File: src/rtl/alu_issue_queue_if.sv
// ---------------------------------------------------------------------------
// alu_issue_queue_if
//   Bundles the three buses of the ALU issue queue:
//     in_*   : operation push from the sequencer (valid/ready)
//     alu_*  : registered issue to the 8-bit ALU and its result/flags return
//     out_*  : retirement report (one-cycle out_valid pulse) plus fifo_count
//   modport slave  : the issue queue's view
//   modport master : the environment's view (sequencer + ALU + consumer)
//
//   Handshake: a transfer on the in_* bus happens on every rising clock edge
//   where in_valid && in_ready are both 1. in_valid and the in_* payload may
//   change freely while in_ready is 0; nothing is taken until both are high.
//   The out_* bus has no ready: each out_valid pulse must be consumed.
// ---------------------------------------------------------------------------
interface alu_issue_queue_if #(
   parameter int DEPTH = 4
);
   logic                     in_valid;
   logic                     in_ready;
   logic [4:0]               in_opcode;
   logic [7:0]               in_operand_a;
   logic [7:0]               in_operand_b;
   logic                     in_use_flags;

   logic                     alu_enable;
   logic                     alu_input_ready;
   logic [4:0]               alu_opcode;
   logic [7:0]               alu_operand_A;
   logic [7:0]               alu_operand_B;
   logic                     alu_carry_in;
   logic                     alu_borrow_in;
   logic                     alu_result_ready;
   logic [7:0]               alu_result;
   logic                     alu_carry_out;
   logic                     alu_borrow_out;
   logic                     alu_zero;
   logic                     alu_negative;
   logic                     alu_overflow;

   logic                     out_valid;
   logic [7:0]               out_result;
   logic [4:0]               out_flags;
   logic [1:0]               out_error;
   logic [$clog2(DEPTH):0]   fifo_count;

   modport slave (
      input  in_valid, in_opcode, in_operand_a, in_operand_b, in_use_flags,
      output in_ready,
      output alu_enable, alu_input_ready, alu_opcode, alu_operand_A, alu_operand_B,
             alu_carry_in, alu_borrow_in,
      input  alu_result_ready, alu_result, alu_carry_out, alu_borrow_out,
             alu_zero, alu_negative, alu_overflow,
      output out_valid, out_result, out_flags, out_error, fifo_count
   );

   modport master (
      output in_valid, in_opcode, in_operand_a, in_operand_b, in_use_flags,
      input  in_ready,
      input  alu_enable, alu_input_ready, alu_opcode, alu_operand_A, alu_operand_B,
             alu_carry_in, alu_borrow_in,
      output alu_result_ready, alu_result, alu_carry_out, alu_borrow_out,
             alu_zero, alu_negative, alu_overflow,
      input  out_valid, out_result, out_flags, out_error, fifo_count
   );
endinterface

File: src/rtl/alu_issue_queue.sv
// ---------------------------------------------------------------------------
// alu_issue_queue
//   Issue stage in front of the 8-bit ALU. Operations are buffered in a
//   DEPTH-entry FIFO, issued one at a time (IDLE -> ISSUE -> WAIT), and
//   retired with result, error code and the architectural flag register
//   {C,B,Z,N,V}. C/B are fed back as carry_in/borrow_in when the op asks
//   for it, which lets the sequencer chain multi-byte arithmetic.
// Ports
//   clk, rst   : clock, synchronous active-high reset
//   bus        : alu_issue_queue_if.slave (in_*, alu_*, out_*, fifo_count)
//   dbg_state  : current FSM state (0 IDLE, 1 ISSUE, 2 WAIT)
// ---------------------------------------------------------------------------
module alu_issue_queue #(
   parameter int DEPTH   = 4,
   parameter int NUM_OPS = 20,
   parameter int TIMEOUT = 16
) (
   input  logic                 clk,
   input  logic                 rst,
   alu_issue_queue_if.slave     bus,
   output logic [1:0]           dbg_state
);
   localparam int PW = $clog2(DEPTH);
   localparam int CW = PW + 1;
   localparam int TW = $clog2(TIMEOUT);

   typedef enum logic [1:0] {
      S_IDLE  = 2'd0,
      S_ISSUE = 2'd1,
      S_WAIT  = 2'd2
   } state_t;

   typedef struct packed {
      logic [4:0] opcode;
      logic [7:0] a;
      logic [7:0] b;
      logic       use_flags;
   } entry_t;

   entry_t          mem_q [DEPTH];
   entry_t          mem_d [DEPTH];
   logic [PW-1:0]   wr_ptr_q, wr_ptr_d, rd_ptr_q, rd_ptr_d;
   logic [CW-1:0]   count_q, count_d;
   state_t          state_q, state_d;
   logic [TW-1:0]   timer_q, timer_d;
   logic [4:0]      alu_opcode_q, alu_opcode_d;
   logic [7:0]      alu_a_q, alu_a_d, alu_b_q, alu_b_d;
   logic            alu_cin_q, alu_cin_d, alu_bin_q, alu_bin_d;
   logic            alu_enable_q, alu_enable_d;
   logic [4:0]      flags_q, flags_d;       // {C,B,Z,N,V}
   logic            out_valid_q, out_valid_d;
   logic [7:0]      out_result_q, out_result_d;
   logic [1:0]      out_error_q, out_error_d;

   logic            in_ready;
   logic            push, pop, legal;
   entry_t          head;

   assign in_ready = (count_q != CW'(DEPTH));
   assign push     = bus.in_valid && in_ready;
   // The FIFO head is only consumed while the FSM is free to take it.
   assign pop      = (state_q == S_IDLE) && (count_q != '0);
   assign head     = mem_q[rd_ptr_q];
   assign legal    = int'({27'd0, head.opcode}) < NUM_OPS;

   always_comb begin
      mem_d        = mem_q;
      wr_ptr_d     = wr_ptr_q;
      rd_ptr_d     = rd_ptr_q;
      count_d      = count_q;
      state_d      = state_q;
      timer_d      = timer_q;
      alu_opcode_d = alu_opcode_q;
      alu_a_d      = alu_a_q;
      alu_b_d      = alu_b_q;
      alu_cin_d    = alu_cin_q;
      alu_bin_d    = alu_bin_q;
      alu_enable_d = 1'b1;
      flags_d      = flags_q;
      out_valid_d  = 1'b0;
      out_result_d = out_result_q;
      out_error_d  = out_error_q;

      if (push) begin
         mem_d[wr_ptr_q] = '{opcode: bus.in_opcode, a: bus.in_operand_a,
                             b: bus.in_operand_b, use_flags: bus.in_use_flags};
         wr_ptr_d = wr_ptr_q + PW'(1);
      end
      if (pop) begin
         rd_ptr_d = rd_ptr_q + PW'(1);
      end
      case ({push, pop})
         2'b10:   count_d = count_q + CW'(1);
         2'b01:   count_d = count_q - CW'(1);
         default: count_d = count_q;
      endcase

      case (state_q)
         S_IDLE: begin
            if (pop) begin
               if (legal) begin
                  alu_opcode_d = head.opcode;
                  alu_a_d      = head.a;
                  alu_b_d      = head.b;
                  alu_cin_d    = head.use_flags & flags_q[4];
                  alu_bin_d    = head.use_flags & flags_q[3];
                  state_d      = S_ISSUE;
               end else begin
                  // Rejected without touching the ALU or the flag register.
                  out_valid_d  = 1'b1;
                  out_error_d  = 2'b01;
                  out_result_d = 8'd0;
               end
            end
         end
         S_ISSUE: begin
            state_d = S_WAIT;
            timer_d = '0;
         end
         S_WAIT: begin
            if (bus.alu_result_ready) begin
               out_result_d = bus.alu_result;
               flags_d      = {bus.alu_carry_out, bus.alu_borrow_out, bus.alu_zero,
                               bus.alu_negative, bus.alu_overflow};
               out_valid_d  = 1'b1;
               out_error_d  = 2'b00;
               state_d      = S_IDLE;
            end else if (timer_q == TW'(TIMEOUT - 1)) begin
               out_valid_d  = 1'b1;
               out_error_d  = 2'b10;
               out_result_d = 8'd0;
               state_d      = S_IDLE;
            end else begin
               timer_d = timer_q + TW'(1);
            end
         end
         default: state_d = S_IDLE;
      endcase
   end

   // Storage carries no reset: entries are only read after being written.
   always_ff @(posedge clk) begin
      mem_q <= mem_d;
   end

   always_ff @(posedge clk) begin
      if (rst) begin
         wr_ptr_q     <= '0;
         rd_ptr_q     <= '0;
         count_q      <= '0;
         state_q      <= S_IDLE;
         timer_q      <= '0;
         alu_opcode_q <= '0;
         alu_a_q      <= '0;
         alu_b_q      <= '0;
         alu_cin_q    <= 1'b0;
         alu_bin_q    <= 1'b0;
         alu_enable_q <= 1'b0;
         flags_q      <= '0;
         out_valid_q  <= 1'b0;
         out_result_q <= '0;
         out_error_q  <= '0;
      end else begin
         wr_ptr_q     <= wr_ptr_d;
         rd_ptr_q     <= rd_ptr_d;
         count_q      <= count_d;
         state_q      <= state_d;
         timer_q      <= timer_d;
         alu_opcode_q <= alu_opcode_d;
         alu_a_q      <= alu_a_d;
         alu_b_q      <= alu_b_d;
         alu_cin_q    <= alu_cin_d;
         alu_bin_q    <= alu_bin_d;
         alu_enable_q <= alu_enable_d;
         flags_q      <= flags_d;
         out_valid_q  <= out_valid_d;
         out_result_q <= out_result_d;
         out_error_q  <= out_error_d;
      end
   end

   assign bus.in_ready        = in_ready;
   assign bus.alu_enable      = alu_enable_q;
   assign bus.alu_input_ready = (state_q == S_ISSUE);
   assign bus.alu_opcode      = alu_opcode_q;
   assign bus.alu_operand_A   = alu_a_q;
   assign bus.alu_operand_B   = alu_b_q;
   assign bus.alu_carry_in    = alu_cin_q;
   assign bus.alu_borrow_in   = alu_bin_q;
   assign bus.out_valid       = out_valid_q;
   assign bus.out_result      = out_result_q;
   assign bus.out_flags       = flags_q;
   assign bus.out_error       = out_error_q;
   assign bus.fifo_count      = count_q;
   assign dbg_state           = state_q;
endmodule

File: src/flat_wrapper.sv
// flat-port wrapper written by rule: the top's interface ports become plain ports
module alu_issue_queue_flat 
#(
   parameter int DEPTH   = 4,
   parameter int NUM_OPS = 20,
   parameter int TIMEOUT = 16
)
  (clk, rst, dbg_state, bus_in_valid, bus_in_opcode, bus_in_operand_a, bus_in_operand_b, bus_in_use_flags, bus_in_ready, bus_alu_enable, bus_alu_input_ready, bus_alu_opcode, bus_alu_operand_A, bus_alu_operand_B, bus_alu_carry_in, bus_alu_borrow_in, bus_alu_result_ready, bus_alu_result, bus_alu_carry_out, bus_alu_borrow_out, bus_alu_zero, bus_alu_negative, bus_alu_overflow, bus_out_valid, bus_out_result, bus_out_flags, bus_out_error, bus_fifo_count);
  alu_issue_queue_if #(.DEPTH(DEPTH)) bus_i ();
  input  logic clk;
  input  logic rst;
  output logic [1:0] dbg_state;
  input wire logic [$bits(bus_i.in_valid)-1:0] bus_in_valid;
  input wire logic [$bits(bus_i.in_opcode)-1:0] bus_in_opcode;
  input wire logic [$bits(bus_i.in_operand_a)-1:0] bus_in_operand_a;
  input wire logic [$bits(bus_i.in_operand_b)-1:0] bus_in_operand_b;
  input wire logic [$bits(bus_i.in_use_flags)-1:0] bus_in_use_flags;
  output wire logic [$bits(bus_i.in_ready)-1:0] bus_in_ready;
  output wire logic [$bits(bus_i.alu_enable)-1:0] bus_alu_enable;
  output wire logic [$bits(bus_i.alu_input_ready)-1:0] bus_alu_input_ready;
  output wire logic [$bits(bus_i.alu_opcode)-1:0] bus_alu_opcode;
  output wire logic [$bits(bus_i.alu_operand_A)-1:0] bus_alu_operand_A;
  output wire logic [$bits(bus_i.alu_operand_B)-1:0] bus_alu_operand_B;
  output wire logic [$bits(bus_i.alu_carry_in)-1:0] bus_alu_carry_in;
  output wire logic [$bits(bus_i.alu_borrow_in)-1:0] bus_alu_borrow_in;
  input wire logic [$bits(bus_i.alu_result_ready)-1:0] bus_alu_result_ready;
  input wire logic [$bits(bus_i.alu_result)-1:0] bus_alu_result;
  input wire logic [$bits(bus_i.alu_carry_out)-1:0] bus_alu_carry_out;
  input wire logic [$bits(bus_i.alu_borrow_out)-1:0] bus_alu_borrow_out;
  input wire logic [$bits(bus_i.alu_zero)-1:0] bus_alu_zero;
  input wire logic [$bits(bus_i.alu_negative)-1:0] bus_alu_negative;
  input wire logic [$bits(bus_i.alu_overflow)-1:0] bus_alu_overflow;
  output wire logic [$bits(bus_i.out_valid)-1:0] bus_out_valid;
  output wire logic [$bits(bus_i.out_result)-1:0] bus_out_result;
  output wire logic [$bits(bus_i.out_flags)-1:0] bus_out_flags;
  output wire logic [$bits(bus_i.out_error)-1:0] bus_out_error;
  output wire logic [$bits(bus_i.fifo_count)-1:0] bus_fifo_count;
  assign bus_i.in_valid = bus_in_valid;
  assign bus_i.in_opcode = bus_in_opcode;
  assign bus_i.in_operand_a = bus_in_operand_a;
  assign bus_i.in_operand_b = bus_in_operand_b;
  assign bus_i.in_use_flags = bus_in_use_flags;
  assign bus_in_ready = bus_i.in_ready;
  assign bus_alu_enable = bus_i.alu_enable;
  assign bus_alu_input_ready = bus_i.alu_input_ready;
  assign bus_alu_opcode = bus_i.alu_opcode;
  assign bus_alu_operand_A = bus_i.alu_operand_A;
  assign bus_alu_operand_B = bus_i.alu_operand_B;
  assign bus_alu_carry_in = bus_i.alu_carry_in;
  assign bus_alu_borrow_in = bus_i.alu_borrow_in;
  assign bus_i.alu_result_ready = bus_alu_result_ready;
  assign bus_i.alu_result = bus_alu_result;
  assign bus_i.alu_carry_out = bus_alu_carry_out;
  assign bus_i.alu_borrow_out = bus_alu_borrow_out;
  assign bus_i.alu_zero = bus_alu_zero;
  assign bus_i.alu_negative = bus_alu_negative;
  assign bus_i.alu_overflow = bus_alu_overflow;
  assign bus_out_valid = bus_i.out_valid;
  assign bus_out_result = bus_i.out_result;
  assign bus_out_flags = bus_i.out_flags;
  assign bus_out_error = bus_i.out_error;
  assign bus_fifo_count = bus_i.fifo_count;
  alu_issue_queue #(.DEPTH(DEPTH), .NUM_OPS(NUM_OPS), .TIMEOUT(TIMEOUT)) u_core (.clk(clk), .rst(rst), .bus(bus_i), .dbg_state(dbg_state));
endmodule
File: config.mk
export PLATFORM = sky130hd
export DESIGN_NAME = alu_issue_queue_flat
export DESIGN_NICKNAME = d
export VERILOG_FILES = /design/src/rtl/alu_issue_queue_if.sv /design/src/rtl/alu_issue_queue.sv /design/src/flat_wrapper.sv
export SDC_FILE = /design/constraint.sdc
export NUM_CORES = 1
export LEC_CHECK = 0
export ABC_AREA = 1
export CAP_MARGIN = 20
export CORE_MARGIN = 4
export CORE_UTILIZATION = 51
export DETAILED_ROUTE_END_ITERATION = 6
export PLACE_DENSITY = 0.75
export SLEW_MARGIN = 20
export SYNTH_ARGS = -nofsm -noshare
export SYNTH_HDL_FRONTEND = slang
export SYNTH_SLANG_ARGS = --single-unit
export TNS_END_PERCENT = 50
File: constraint.sdc
create_clock -name clk -period 2.94 [get_ports clk]
set_input_delay 0.735 -clock clk [delete_from_list [all_inputs] [get_ports clk]]
set_output_delay 0.735 -clock clk [all_outputs]
set_load 0.05 [all_outputs]
---- After elaboration in Yosys (flattened, before gate mapping) ----
Index checks and enable logic that the tools add are counted.
W data, S select, Z words.
word-level totals
  register bits after elaboration ......... 141
  bits in latches ......................... 0
  RAM bits ................................ 0
  ROM bits ................................ 0
  bits of input ports ..................... 39
  output and inout port bits .............. 47
  logic and storage cells ................. 100
  memories ................................ 0
cells by class
  add/sub/neg operators ................... 5
  $mul .................................... 0
  divide/modulo/power cells ............... 0
  order comparisons ....................... 4
  equal/unequal tests ..................... 12
  shift-type cells ........................ 0
  mux-type cells .......................... 31
  bitwise logic cells ..................... 4
  reduce and logical (&&, ||, !) cells .... 13
operators with widths
  operator               number
  $bwmux W88             1
  $mux W22               3
  $bmux W22 S2           1
  $demux W22 S2          1
  $mux W8                4
  $mux W2                8
  $pmux W8 S2            1
  $reduce_and A3 Y1      3
  $mux W4                2
  $pmux W4 S2            1
  $ge A3 B3 Y1 const B   2
  $ne A2 B2 Y1 const B   3
  $not A2 Y3             2
  $pmux W2 S3            1
  $pmux W3 S2            1
  $reduce_bool A2 Y1     3
  $lt A5 B5 Y1 const B   1
  $mux W1                5
  $add A2 B1 Y2 const B  2
  $add A4 B1 Y4 const B  1
  $eq A2 B1 Y1 const B   2
  $eq A2 B2 Y1 const B   2
  $eq A4 B4 Y1 const B   1
  $ne A2 B1 Y1 const B   2
  other kinds (13)       16

---- Depth between registers and ports, before layout ----
Gate-level depths: netlist of the first run.
  depth in word-level cells ............... 8
  mapped depth ............................ 13
  gate-level depth less buffers ........... 11

---- Least setup slack after synthesis of the first run ----
Ideal clock, no wire load.
  path type ............................... reg-to-reg
  from .................................... reg u_core.count_q[0] (netlist: u_core.bus.fifo_count[0])
  to ...................................... reg u_core.mem_q[0] (netlist name) (enable)
  library setup time ...................... 0.401 ns
  arrival time ............................ 2.499 ns
  required time ........................... 2.539 ns
  slack ................................... 0.041 ns
  cell stages (with the launch flop) ...... 5
  buffers on the path ..................... 0
  period minus slack after synthesis ...... 2.899 ns
  path through ............................ dfxtp_1 -> nor2_1 -> nand2_1 -> nand2_1 -> nor2_1
between the ends
  longest elaborated chain between the ends .. 2
RTL lines
  element                   RTL line                source
  start: declaration        alu_issue_queue.sv:43   logic [CW-1:0] count_q, count_d;
  start signal: assignment  alu_issue_queue.sv:166  count_q <= count_d;
  $ne A3 B3 Y1              alu_issue_queue.sv:59   assign in_ready = (count_q != CW'(DEPTH));
  net bus_in_ready          flat_wrapper.sv:18      output wire logic [$bits(bus_i.in_ready)-1:0] bus_in_ready;
  $logic_and A1 B1 Y1       alu_issue_queue.sv:60   assign push = bus.in_valid && in_ready;
  end signal: assignment    alu_issue_queue.sv:143  mem_q <= mem_d;
  end: declaration          alu_issue_queue.sv:40   entry_t mem_q [DEPTH];
The timed path passes the listed nets, and every way through them passes these cells.
A chain may end at the register's enable or synchronous reset.

---- Worst setup path after layout of the first run ----
  from .................................... reg u_core.count_q[0] (netlist: u_core.bus.fifo_count[0])
  to ...................................... out bus_in_ready
between the ends
  longest elaborated chain between the ends .. 1
RTL lines
  element           RTL line
  $ne A3 B3 Y1      alu_issue_queue.sv:59
  end: declaration  flat_wrapper.sv:18
No other way between the ends.

==> results.toml, run 1 <==
[global_route]
use_met1 = 0.243
antenna_found_initial = 0
grt_max_degree = 48
grt_pass1_vias = 3949
use_met3 = 0.0543
gr-usage-met2 = 0.326
busiest_layer = "met2"
grt_util_all_layers = 0.193
grt_pass1_wl_mm = 19.3
overflow = 0

[clock_network]
root_buffer = "clkbuf_8"
clk_latency_ns = 0.51
cts.sinks = 141
postCtsSetupBuffers = 0
cts_resized = 0
cts_max_level = 4
numCtsBuffers = 17
cts_tree = "done"
clockBufferDepth = 2
cts-hold-fix-buffers = 0
clk_pin_slew_ns = 0.06

[sta]
min_period_over_period = 0.914
tns_ns = 0
rsz0062_at_grt = "no"
layout_setup_ws_ns = 0.254
period_needed_ns = 2.69
fin_skew_ns = 0.0110
setup_viol = 0
finalHoldViolCount = 0
worst_pin_slew_ns = 0.558
slew_headroom = 0.627
timing.fmax_ghz = 0.372
drv_slew = 0

[synth]
syn_nets = 560
synth_top_flop_cell = "edfxtp_1"
seq_area_frac_synth = 0.675
yosys_warnings = 0
synth_edf_count = 88
ys_types = 29
netlist_top_cells_area = "edfxtp_1 (48%), dfxtp_1 (19%), nor2_1 (8.3%), o21ai_0 (5.1%), nand2_1 (3.9%)"
synthesis.area_sq_mm = 0.00548
synth_cells = 514
ys_ff_latch = 141
yosys.area.top_type = "edfxtp_1"
synth_top_cell_area_share = 0.482
synthArstFlopShare = 0
synthTopCellsByCount = "nor2_1 (121), edfxtp_1 (88), nand2_1 (57)"
yosysMostFrequentCell = "nor2_1"
synth.avg_cell_area_sq_um = 10.7

[cells_and_area]
final_cells = 754
layout.nets = 651
area_growth_syn_to_layout_pct = 27.5
antenna_cells = 0
final_layout_size_suffix_gt1_frac = 0.108
stdcell_area_sq_mm = 0.00699

[floorplan]
die_h_um = 112
num_io_pins = 86
start_util = 0.526
floorplan.rows = 37
core_sq_mm = 0.0104
die_w_um = 112
die-area_sq_mm = 0.0125

[drt]
wire_per_inst_um = 15.7
final_antenna_net_count = 0
dr_total_vias = 4009
post-route-drc-count = 0
wirelength_mm = 11.9
drtPass1Iterations = 5
via_per_inst = 5.32
drt_iter0_markers = 441

[job]
maxCapViolCount = 0

[pwr]
power_density_mw_per_mm2 = 1050
report.power.total_mw = 7.30
p_leak_nw = 2.60
ir_drop_mv = 0.505

[worst_setup_path]
crit_path_max_fanout = 6
reg2reg_depth = 11
critPathArrivalTime_ns = 1.95
critPathKind = "reg -> out"
cp.required_ns = 2.20
end_kind = "output port"
cp-start-kind = "flop"

[placement]
dp_hpwl_mm = 7.23
dp_slack_ns = 0.476
post_dp_cell_area_sq_mm = 0.00646
place_inst = 722
place_congestion = 0.832
io_buffers = 85

[hold_path]
holdPathStages = 2
min-delay-path-class = "reg -> reg"

[outcome]
status = "complete, no violations"
==> area by class of cell <==
cell class                      count  area (sq um)
Fill cell                         782          3430
Sequential cell                   141          3700
Tap cell                          136           170
Clock buffer                       19           432
Timing Repair Buffer               95           926
Clock inverter                     13          93.8
Inverter                           28           113
Multi-Input combinational cell    322          1550
==> worst paths after layout <==
kind / from / to / slack [ns]
max: u_core.bus.fifo_count[0] / bus_in_ready / 0.25
min: u_core.bus.out_error[0] / u_core.bus.out_error[0] / 0.45
max reg2reg: u_core.rd_ptr_q[1] / u_core.bus.alu_carry_in / 0.72
min reg2reg: u_core.bus.out_error[0] / u_core.bus.out_error[0] / 0.45
==> metal layers <==
metal | share of wire | vias up
li1 | - | 1936
met1 | 0.42 | 1895
met2 | 0.50 | 166
met3 | 0.074 | 12
met4 | 0.0086 | 0
met5 | 0 | -
==> metrics by stage <==
stage	hold WS, ns	util
2_1_floorplan	0.455	-
3_3_place_gp	0.439	0.620
3_5_place_dp	0.443	0.620
4_1_cts	0.452	0.671
5_1_grt	0.500	0.671
6_report	0.454	0.671
==> cells in the final DEF, fill, tap and decap left out, types with 4 or more instances in the layout <==
| cell type | netlist | final |
|---|---|---|
| ha_1 | 6 | 6 |
| inv_1 | 23 | 23 |
| nor2_1 | 121 | 117 |
| dfxtp_1 | 53 | 53 |
| o21ai_0 | 56 | 56 |
| clkdlybuf4s50_1 | 0 | 85 |
| clkinvlp_4 | 0 | 4 |
| clkbuf_16 | 0 | 16 |
| edfxtp_1 | 88 | 88 |
| clkinv_2 | 0 | 4 |
| nand2_2 | 5 | 5 |
| a21oi_1 | 15 | 15 |
| nand3_1 | 11 | 11 |
| nor2_2 | 5 | 9 |
| nand2_1 | 57 | 57 |
| o21ai_1 | 13 | 13 |
| buf_4 | 0 | 10 |
| o22ai_1 | 19 | 19 |
==> critical path, stage by stage (launching register included) <==
cell and delay [ns]:
dfxtp_1 0.47, nor2_1 0.09, nand2_1 0.09, clkdlybuf4s50_1 0.80
==> flip-flops by register name, indices dropped and copies added (netlist names) <==
register and count:
u_core.bus.out_error 2, u_core.bus.alu_carry_in 1, u_core.bus.alu_opcode 5, u_core.wr_ptr_q 2
u_core.bus.alu_operand_A 8, u_core.bus.out_valid 1, u_core.bus.out_flags 5, u_core.rd_ptr_q 2
u_core.bus.alu_enable 1, u_core.bus.fifo_count 3, u_core.mem_q 88, u_core.bus.alu_operand_B 8
u_core.bus.alu_borrow_in 1, u_core.bus.out_result 8, u_core.dbg_state 2, u_core.timer_q 4
==> cell families after synthesis <==
logic type,after synthesis,share of synthesized area
AO/OA/AOI/OAI,108,0.108
adder cells (fa/ha/maj),7,0.0173
buffers and inverters,51,0.0436
flip-flops,141,0.675
AND/OR/NAND/NOR,207,0.155
==> report_power, final <==
part	switching (mW)	internal, mW	total (mW)
logic	2.00	0.879	2.88
clock network	0.794	1.06	1.85
registers	0.149	2.43	2.58
(Power assumes the default switching activity.)
==> run 2: changes to the inputs <==
--- a/config.mk
+++ b/config.mk
@@ -6,11 +6,13 @@
 export NUM_CORES = 1
 export LEC_CHECK = 0
 export ABC_AREA = 1
-export CAP_MARGIN = 20
+export CAP_MARGIN = 10
+export CELL_PAD_IN_SITES_DETAIL_PLACEMENT = 1
+export CELL_PAD_IN_SITES_GLOBAL_PLACEMENT = 1
 export CORE_MARGIN = 4
-export CORE_UTILIZATION = 51
+export CORE_UTILIZATION = 42
 export DETAILED_ROUTE_END_ITERATION = 6
-export PLACE_DENSITY = 0.75
+export PLACE_DENSITY = 0.79
 export SLEW_MARGIN = 20
 export SYNTH_ARGS = -nofsm -noshare
 export SYNTH_HDL_FRONTEND = slang
==> results.toml, run 2 (same netlist as run 1, synthesis figures left out) <==
[outcome]
status = "complete, no violations"

[floorplan]
num_io_pins = 86
die-area_sq_mm = 0.0149
start_util = 0.431
die_w_um = 122
floorplan.rows = 41
die_h_um = 122
core_sq_mm = 0.0127

[sta]
timing.fmax_ghz = 0.376
rsz0062_at_grt = "no"
period_needed_ns = 2.66
fin_skew_ns = 0.0127
finalHoldViolCount = 0
worst_pin_slew_ns = 0.575
drv_slew = 0
slew_headroom = 0.616
min_period_over_period = 0.904
whs_ns = 0.462
setup_viol = 0
layout_setup_ws_ns = 0.282
tns_ns = 0

[placement]
io_buffers = 85
post_dp_cell_area_sq_mm = 0.00651
dp_slack_ns = 0.445
dp_hpwl_mm = 8.60
place_congestion = 0.731
place_inst = 758

[worst_setup_path]
slowest_stage = "clkdlybuf4s50_1"
critPathKind = "reg -> out"
cpPeakStageDelay_ns = 0.82
r2r_slack_ns = 0.59
crit_family = "buffers and inverters"
cp-start-kind = "flop"
crit_path_cell_trace = "nor2_1 -> nand2_1 -> clkdlybuf4s50_1"
r2r-start = "u_core.rd_ptr_q[0]"
critPathArrivalTime_ns = 1.92
end_kind = "output port"
reg2reg_depth = 10
cp.required_ns = 2.20
rr_endpoint = "u_core.bus.alu_opcode[1]"
crit_buf_inv = 1
crit_path_max_fanout = 6

[pwr]
pwr-share-clk = 0.274
power.combinational.fraction = 0.385
p_leak_nw = 2.63
power_density_mw_per_mm2 = 1070
p_switching_mw = 3.09
netSwitchingFraction = 0.407
ir_drop_mv = 0.602
seq_power_share = 0.341
report.power.total_mw = 7.58
intPower_mw = 4.49

[drt]
wirelength_mm = 13.6
dr_total_vias = 3984
drtPass1Iterations = 4
wire_per_inst_um = 17.2
via_per_inst = 5.04
drt_iter0_markers = 270
final_antenna_net_count = 0
post-route-drc-count = 0

[cells_and_area]
area_growth_syn_to_layout_pct = 29.2
antenna_cells = 0
layout.nets = 651
final_common_cell = "nor2_1"
largest_reg_flops = 88
final_util = 0.557
stdcell_area_sq_mm = 0.00708
final_cells = 790
fillers = 1435
layout_common_cells = "nor2_1 (117), edfxtp_1 (88), clkdlybuf4s50_1 (85), nand2_1 (57), o21ai_0 (56)"
final_layout_size_suffix_gt1_frac = 0.108
top_register = "u_core.mem_q"

[clock_network]
cts_resized = 0
clockBufferDepth = 2
cts_max_level = 4
clk_latency_ns = 0.43
cts-hold-fix-buffers = 0
root_buffer = "clkbuf_16"
numCtsBuffers = 17
clk_pin_slew_ns = 0.06
cts_tree = "done"
cts.sinks = 141
postCtsSetupBuffers = 0

[global_route]
grt_pass1_wl_mm = 21.9
gr-usage-met2 = 0.343
grt_max_degree = 46
busiest_layer = "met2"
grt_pass1_vias = 4273
overflow = 0
grt_util_all_layers = 0.195
use_met1 = 0.225
use_met3 = 0.0645
antenna_found_initial = 0

[hold_path]
holdPathStages = 2
min-delay-path-class = "reg -> reg"
min_from = "u_core.bus.out_error[0]"
min_to = "u_core.bus.out_error[0]"

[job]
maxCapViolCount = 0
[run 2: cell count changes in the layout (fill, tap and decap cells not counted)]
cell        before  now
clkinv_2         4    0
inv_8            0    2
clkinvlp_4       4    1
inv_6            3    8
bufinv_16        0    1
clkbuf_1         1    0
clkbuf_16       16   17
clkinv_1         0    1
clkbuf_8         2    0
[run 2: worst register-to-register path, cell delays in order (launching register included)]
cell	delay, ns
dfxtp_1	0.40
buf_4	0.43
nand2_1	0.12
nand3_1	0.12
nand2_2	0.08
nand2_2	0.09
nand2_4	0.06
nand2_2	0.44
inv_4	0.26
nor2_1	0.16
nor2_1	0.06
[run 2: layer usage]
layer / share of wire / routed length, um
met1: 0.41 / 5570
met2: 0.52 / 7070
met3: 0.062 / 846
met4: 0.0093 / 126
met5: 0 / 0
[run 2: power groups by stage]
stage	clock, mW	combinational, mW	sequential [mW]
after floorplan	0	1.54	3.18
after global placement	0	2.81	2.61
after detailed placement	0	2.93	2.63
after CTS	2.12	2.96	2.59
after global routing	2.23	3.23	2.62
final	2.08	2.92	2.59
[run 2: worst max-delay path by stage]
stage	from	end	slack (ns)	cells past startpoint
CTS	u_core.bus.fifo_count[0]	bus_in_ready	0.26	3
floorplan	u_core.bus.fifo_count[0]	u_core.mem_q[0]	0.04	4
global route	u_core.bus.fifo_count[0]	bus_in_ready	0.23	3
global placement	bus_in_valid	u_core.bus.fifo_count[2]	0.52	8
detailed placement	bus_in_valid	u_core.bus.fifo_count[2]	0.44	8
finish	u_core.bus.fifo_count[0]	bus_in_ready	0.28	3
[run 2: final cells by class]
type                    count  area (sq um)  share of cell area
multi-input cells         322          1550               0.219
clock inverters            15           151              0.0214
well taps                 172           215              0.0304
clock buffers              17           425              0.0600
repair buffers             95           926               0.131
flip-flops and latches    141          3700               0.523
inverters                  28           113              0.0159
